### config.mk
export PLATFORM = sky130hd
export DESIGN_NAME = stby_pwr_seq
export DESIGN_NICKNAME = d
export VERILOG_FILES = /design/src/rtl/stby_pwr_seq_pkg.sv /design/src/rtl/stby_pwr_seq_pg_filter.sv /design/src/rtl/stby_pwr_seq.sv
export SDC_FILE = /design/constraint.sdc
export NUM_CORES = 1
export LEC_CHECK = 0
export ABC_AREA = 1
export CORE_MARGIN = 10
export CORE_UTILIZATION = 30
export DETAILED_ROUTE_END_ITERATION = 6
export HOLD_SLACK_MARGIN = 0.1
export PLACE_DENSITY = 0.55
export REMOVE_ABC_BUFFERS = 1
export SLEW_MARGIN = 20
export SYNTH_ARGS = -nofsm -noshare
export SYNTH_HDL_FRONTEND = slang
export SYNTH_SLANG_ARGS = --single-unit
### constraint.sdc
create_clock -name clk -period 1.9 [get_ports clk]
set_clock_uncertainty 0.15 [all_clocks]
set_input_delay 0.38 -clock clk [delete_from_list [all_inputs] [get_ports clk]]
set_output_delay 0.38 -clock clk [all_outputs]
set_load 0.1 [all_outputs]
### src/rtl/stby_pwr_seq_pkg.sv
// Shared types and constants for the standby-well rail sequencer.
package stby_pwr_seq_pkg;

  typedef enum logic [2:0] {
    ST_OFF      = 3'd0,
    ST_WAIT3V3  = 3'd1,
    ST_DLY      = 3'd2,
    ST_WAIT1V05 = 3'd3,
    ST_ON       = 3'd4,
    ST_SHDN     = 3'd5,
    ST_FAULT    = 3'd6
  } stby_state_e;

  localparam logic [1:0] FC_NONE      = 2'd0;
  localparam logic [1:0] FC_3V3_TO    = 2'd1;
  localparam logic [1:0] FC_1V05_TO   = 2'd2;
  localparam logic [1:0] FC_RAIL_LOST = 2'd3;

  localparam int unsigned t_stby_en_dly  = 4;
  localparam int unsigned t_stby_pg_to   = 20;
  localparam int unsigned t_stby_off_dly = 3;

  function automatic int unsigned max3(input int unsigned a, input int unsigned b,
                                       input int unsigned c);
    int unsigned m;
    m = (a > b) ? a : b;
    return (m > c) ? m : c;
  endfunction

endpackage

### src/rtl/stby_pwr_seq_pg_filter.sv
// Power-good conditioner: 2-flop synchronizer followed by a debounce filter.
// The filtered output flips only after DEBOUNCE_LEN consecutive synchronized
// samples that disagree with it, so raw-edge-to-output latency is 2+DEBOUNCE_LEN.
module stby_pwr_seq_pg_filter #(
  parameter int unsigned DEBOUNCE_LEN = 3
) (
  input  logic clk,
  input  logic rst,
  input  logic pg_raw,
  output logic pg_filt
);
  localparam int DCW = $clog2(DEBOUNCE_LEN + 1);

  logic [1:0]     sync_q, sync_d;
  logic [DCW-1:0] cnt_q, cnt_d;
  logic           filt_q, filt_d;

  // synchronizer shift and run-length count of disagreeing samples
  always_comb begin
    sync_d = {sync_q[0], pg_raw};
    filt_d = filt_q;
    cnt_d  = '0;
    if (sync_q[1] != filt_q) begin
      if (cnt_q == DCW'(DEBOUNCE_LEN - 1)) filt_d = sync_q[1];
      else                                 cnt_d  = cnt_q + DCW'(1);
    end
  end

  // filter state registers
  always_ff @(posedge clk) begin
    if (rst) begin
      sync_q <= '0;
      cnt_q  <= '0;
      filt_q <= 1'b0;
    end else begin
      sync_q <= sync_d;
      cnt_q  <= cnt_d;
      filt_q <= filt_d;
    end
  end

  assign pg_filt = filt_q;

endmodule

### src/rtl/stby_pwr_seq.sv
// Standby-well rail sequencer: brings up 3.3 V then 1.05 V standby rails,
// supervises power-good with timeouts, shuts down in reverse order and
// latches a coded fault.
//
// state        | meaning
// ST_OFF       | both rails off, waiting for stby_go
// ST_WAIT3V3   | 3.3 V enabled, waiting for its PG (timeout -> code 1)
// ST_DLY       | 3.3 V good, delay before enabling 1.05 V
// ST_WAIT1V05  | 1.05 V enabled, waiting for its PG (timeout -> code 2)
// ST_ON        | both rails good, PG forwarded to ASW (rail loss -> code 3)
// ST_SHDN      | 1.05 V released, 3.3 V held for T_OFF_DLY
// ST_FAULT     | both rails off, wait for stby_go low
module stby_pwr_seq
  import stby_pwr_seq_pkg::*;
#(
  parameter int unsigned T_EN_DLY     = t_stby_en_dly,
  parameter int unsigned T_PG_TIMEOUT = t_stby_pg_to,
  parameter int unsigned T_OFF_DLY    = t_stby_off_dly,
  parameter int unsigned DEBOUNCE_LEN = 3
) (
  input  logic       clk,
  input  logic       rst,
  input  logic       stby_go,
  input  logic       stbyP3v3_pwrgd_raw,
  input  logic       stbyP1v05_pwrgd_raw,
  output logic       stbyP3v3_en_n,
  output logic       stbyP1v05_en_n,
  output logic       stbyP1v05_pwrgd,
  output logic       fault_stby,
  output logic [1:0] fault_code,
  output logic [2:0] stby_fsm
);
  localparam int unsigned T_MAX = max3(T_PG_TIMEOUT, T_EN_DLY, T_OFF_DLY);
  localparam int CW = $clog2(T_MAX + 1);

  stby_state_e   state_q, state_d;
  logic [1:0]    cause_q, cause_d;
  logic [CW-1:0] tmr_q, tmr_d;
  logic          tmr_tc;
  logic          pg3_f, pg1_f;

  logic          en3_n_q, en3_n_d;
  logic          en1_n_q, en1_n_d;
  logic          pwrgd_q, pwrgd_d;
  logic          fault_q, fault_d;
  logic [1:0]    code_q, code_d;
  logic [2:0]    fsm_q, fsm_d;

  stby_pwr_seq_pg_filter #(.DEBOUNCE_LEN(DEBOUNCE_LEN)) u_pg3 (
    .clk     (clk),
    .rst     (rst),
    .pg_raw  (stbyP3v3_pwrgd_raw),
    .pg_filt (pg3_f)
  );

  stby_pwr_seq_pg_filter #(.DEBOUNCE_LEN(DEBOUNCE_LEN)) u_pg1 (
    .clk     (clk),
    .rst     (rst),
    .pg_raw  (stbyP1v05_pwrgd_raw),
    .pg_filt (pg1_f)
  );

  // down-counter reaches zero after the state's terminal count has elapsed
  assign tmr_tc = (tmr_q == '0);

  // next state and fault cause; timeouts lose to PG, faults beat stby_go
  always_comb begin
    state_d = state_q;
    cause_d = cause_q;
    case (state_q)
      ST_OFF: begin
        if (stby_go) begin
          state_d = ST_WAIT3V3;
          cause_d = FC_NONE;
        end
      end
      ST_WAIT3V3: begin
        if (tmr_tc && !pg3_f) begin
          state_d = ST_FAULT;
          cause_d = FC_3V3_TO;
        end else if (!stby_go) state_d = ST_OFF;
        else if (pg3_f)        state_d = ST_DLY;
      end
      ST_DLY: begin
        if (!stby_go)    state_d = ST_OFF;
        else if (tmr_tc) state_d = ST_WAIT1V05;
      end
      ST_WAIT1V05: begin
        if (tmr_tc && !pg1_f) begin
          state_d = ST_FAULT;
          cause_d = FC_1V05_TO;
        end else if (!stby_go) state_d = ST_SHDN;
        else if (pg1_f)        state_d = ST_ON;
      end
      ST_ON: begin
        if (!pg1_f || !pg3_f) begin
          state_d = ST_FAULT;
          cause_d = FC_RAIL_LOST;
        end else if (!stby_go) state_d = ST_SHDN;
      end
      ST_SHDN: begin
        if (tmr_tc) state_d = ST_OFF;
      end
      ST_FAULT: begin
        if (!stby_go) state_d = ST_OFF;
      end
      default: begin
        state_d = ST_FAULT;
        if (cause_q == FC_NONE) cause_d = FC_RAIL_LOST;
      end
    endcase
  end

  // shared timer: reload on every state change, count down in timed states
  always_comb begin
    tmr_d = tmr_q;
    if (state_d != state_q) begin
      case (state_d)
        ST_WAIT3V3, ST_WAIT1V05: tmr_d = CW'(T_PG_TIMEOUT - 1);
        ST_DLY:                  tmr_d = CW'(T_EN_DLY - 1);
        ST_SHDN:                 tmr_d = CW'(T_OFF_DLY - 1);
        default:                 tmr_d = '0;
      endcase
    end else if ((state_q inside {ST_WAIT3V3, ST_DLY, ST_WAIT1V05, ST_SHDN}) && !tmr_tc) begin
      tmr_d = tmr_q - CW'(1);
    end
  end

  // registered outputs decoded from the current state, one cycle behind it
  always_comb begin
    en3_n_d = !(state_q inside {ST_WAIT3V3, ST_DLY, ST_WAIT1V05, ST_ON, ST_SHDN});
    en1_n_d = !(state_q inside {ST_WAIT1V05, ST_ON});
    pwrgd_d = (state_q == ST_ON) && pg1_f;
    fault_d = (cause_q != FC_NONE);
    code_d  = cause_q;
    fsm_d   = state_q;
  end

  // state, timer and output registers; reset drops everything immediately
  always_ff @(posedge clk) begin
    if (rst) begin
      state_q <= ST_OFF;
      cause_q <= FC_NONE;
      tmr_q   <= '0;
      en3_n_q <= 1'b1;
      en1_n_q <= 1'b1;
      pwrgd_q <= 1'b0;
      fault_q <= 1'b0;
      code_q  <= FC_NONE;
      fsm_q   <= 3'd0;
    end else begin
      state_q <= state_d;
      cause_q <= cause_d;
      tmr_q   <= tmr_d;
      en3_n_q <= en3_n_d;
      en1_n_q <= en1_n_d;
      pwrgd_q <= pwrgd_d;
      fault_q <= fault_d;
      code_q  <= code_d;
      fsm_q   <= fsm_d;
    end
  end

  assign stbyP3v3_en_n   = en3_n_q;
  assign stbyP1v05_en_n  = en1_n_q;
  assign stbyP1v05_pwrgd = pwrgd_q;
  assign fault_stby      = fault_q;
  assign fault_code      = code_q;
  assign stby_fsm        = fsm_q;

endmodule

==> reports/qor.txt <==
Run status: completed
Layout cell share with drive strength beyond 1: 0.373
CP max stage delay: 320 ps
Required arrival time at the worst endpoint: 1920 ps
Vias after detailed routing: 1417
Count of yosys warnings during synthesis: 0
Total placed cells including tap cells: 304
Drt initial violations: 163
Largest buffer count on any clock path: 2
Setup-violating endpoint count in the final report: 0
Die height: 90.6 um
Fin crit period: 1870 ps
Detail-routed via count per cell: 4.40
Worst flop-to-flop path startpoint: tmr_q[0]
Part of the Yosys area used for sequential elements: 0.389
Mean post-synth cell area: 7.22 um^2
Highest clock rate: 534 MHz
Number of clock sinks seen by CTS: 29
Number of cells traversed by the worst register-to-register path: 16
Relative slew margins: 0.782
Final cycle utilization of the critical path: 0.986
Number of hold buffers added after cts: 0
Mapped Area: 1490 um^2
N_diodes: 0
Clock latency of the later-clocked register in the worst-skew pair: 280 ps
Post-Synthesis Cells: 207
Routed WL per cell: 11.2 um
Wire length of the first global-routing pass: 5.83 mm
Full die area: 8200 um^2
Post-layout net count: 263
Critical Path Most Common Cell: sky130_fd_sc_hd__nand2_2
Maximum number of pins on one net before global-route repair: 18
P per Cell Area: 1730 nW/um^2
H-Tree Level Count: 2
Worst Hold Depth: 2
Critical path arrival: 1890 ps
I/O pins: 14
Leading cell type in the layout, fill and taps excluded: sky130_fd_sc_hd__nand2_1
CTS buffer count: 5
Category of the worst setup path launch point: flip-flop
Effective utilization at floorplan: 0.312
Critical Path Slowest Stage Cell: sky130_fd_sc_hd__dfxtp_2
Via count of the first global-routing pass: 1253
Antenna-violating nets left: 0
Area Growth Syn to Fin: 48.1%
Critical register-to-register path endpoint: tmr_q[0]
Placed cell area: 1940 um^2
Biggest fanout along the worst timing path: 6
Root buffer cell: sky130_fd_sc_hd__clkbuf_8
Worst min-delay path startpoint: u_pg1.sync_q[0]
Class of the tightest hold or removal check: flip-flop to flip-flop
Initial antenna violation count: 0
Cell-by-cell listing of the critical path: inv_2 > ha_4 > inv_2 > nor2_4 > buf_6 > nand3_2 > nand2_1 > nand2_2 > nand2_2 > nand2_2 > nand2_2 > nand2_4 > nand2_4 > nand2_1 > nor2_1 > nor2_1
Core outline area: 4790 um^2
Yosys reg bits: 29
GP Congestion: 0.933
Number of input and output port buffers inserted: 13
Total routing resource utilization after global routing: 0.0852
Fin area: 2210 um^2
Highest-count cells in the layout ignoring fill and taps: 35 x sky130_fd_sc_hd__nand2_1, 30 x sky130_fd_sc_hd__nor2_1, 28 x sky130_fd_sc_hd__buf_4
Detailed-route DRC error count: 0
Unrepaired setup endpoints after global routing: yes
Clock transition at the registers of the reported paths: 60 ps
Width of the die: 90.6 um
Number of unique standard cell types used by synthesis: 28
Routed Wire Length: 3.62 mm
Total iterations of the first detailed-routing run: 4
Worst Hold End: u_pg1.sync_q[1]
Final Max Tran Viols: 0
Hold Worst Slack: 256 ps
Clock tree from TritonCTS: yes
Post-DP HPWL: 2.57 mm
Sort of element at the end of the critical path: flip-flop
Actual transition at the worst max-transition pin: 325 ps
Number of standard cells in the layout, taps in and fillers out: 322
Worst R2R Setup Slack: 30 ps
Max-capacitance violation count: 0
Cell row count: 25
Leakage dissipation: 1.03 nW
Critical path class: flip-flop to flip-flop
Gr ovfl total: 0
Total chip power: 0.00382 W
Count of endpoints failing hold in the final timing report: 0
IR drop worst, VDD: 0.524 mV
==> stage by stage <==
stage                util  TNS, ps  worst slack, ps
finish              0.462        0             25.7
global route        0.462     -357             -115
CTS                 0.442        0             2.41
detailed placement  0.405    -1340             -292
global placement    0.405    -1160             -246
floorplan               -        0              119
==> where the power goes <==
| part | switching [W] | internal, W |
|---|---|---|
| Combinational | 0.00131 | 0.000995 |
| Clock | 0.000244 | 0.000426 |
| Sequential | 0.000110 | 0.000736 |
==> timing repair <==
action	in CTS	in global routing
setup buffers	5	5
pin swaps	6	16
gates resized for setup	10	17
setup endpoints to repair	6	8
cloned	0	0
==> critical path, delay by kind of cell (launching register included) <==
family / cells / cell delay [ps]
fa+ha+maj: 1 / 140
buf+inv: 3 / 230
flops: 1 / 320
simple gates: 12 / 930
==> area by class of cell <==
cell class | count | area [um^2]
Clock buffer | 6 | 82.6
Clock inverter | 2 | 37.5
Fill cell | 458 | 2570
Inverter | 34 | 129
Multi-Input combinational cell | 140 | 822
Sequential cell | 29 | 586
Tap cell | 67 | 83.8
Timing Repair Buffer | 44 | 472
==> cell families (layout without fill, tap and decap cells) <==
logic type               after synthesis  in the layout  share of synthesized area
AO/OA/AOI/OAI                         25             25                     0.0955
XOR/XNOR                               4              4                     0.0234
adder cells (fa/ha/maj)                4              4                     0.0335
buffers and inverters                 38             86                      0.106
flip-flops                            29             29                      0.389
AND/OR/NAND/NOR                      107            107                      0.353
==> routing by layer <==
metal  up-vias  part of all wire  GRT usage
met5         -                 0          0
met1       626              0.45      0.105
met4         0             0.032     0.0464
met3        11             0.056     0.0283
met2        42              0.46      0.127
li1        738                 -          -
==> state kept, by name, summed over array words and instances, names as in the netlist <==
| name | cells |
|---|---|
| stbyP3v3_en_n | 1 |
| fault_code | 2 |
| u_pg3.sync_q | 2 |
| stbyP1v05_pwrgd | 1 |
| stbyP1v05_en_n | 1 |
| u_pg1.pg_filt | 1 |
| u_pg3.cnt_q | 2 |
| u_pg1.cnt_q | 2 |
| tmr_q | 5 |
| fsm_d | 3 |
| u_pg3.pg_filt | 1 |
| fault_stby | 1 |
| stby_fsm | 3 |
| u_pg1.sync_q | 2 |
| cause_q | 2 |
==> synth_stat cells, drive strengths merged <==
cell | n | share of area
a21oi | 9 | 0.033
a31oi | 1 | 0.0042
buf | 3 | 0.018
clkbuf | 1 | 0.0025
clkinv | 2 | 0.0059
dfxtp | 29 | 0.39
ha | 4 | 0.034
inv | 32 | 0.080
nand2 | 49 | 0.15
nand3 | 11 | 0.050
nand4 | 4 | 0.017
nor2 | 39 | 0.11
nor3 | 4 | 0.024
o211ai | 5 | 0.025
o21ai | 10 | 0.033
xor2 | 4 | 0.023
==> how the worst max path moves through the flow <==
stage / from / end / slack (ps)
final: tmr_q[0] / tmr_q[0] / 30
after global routing: tmr_q[0] / tmr_q[0] / -110
after CTS: tmr_q[1] / tmr_q[0] / 2
after detailed placement: stby_go / tmr_q[0] / -290
after global placement: stby_go / tmr_q[0] / -250
after floorplan: tmr_q[0] / tmr_q[4] / 120
Note: power is estimated with default switching activity, not from simulation.
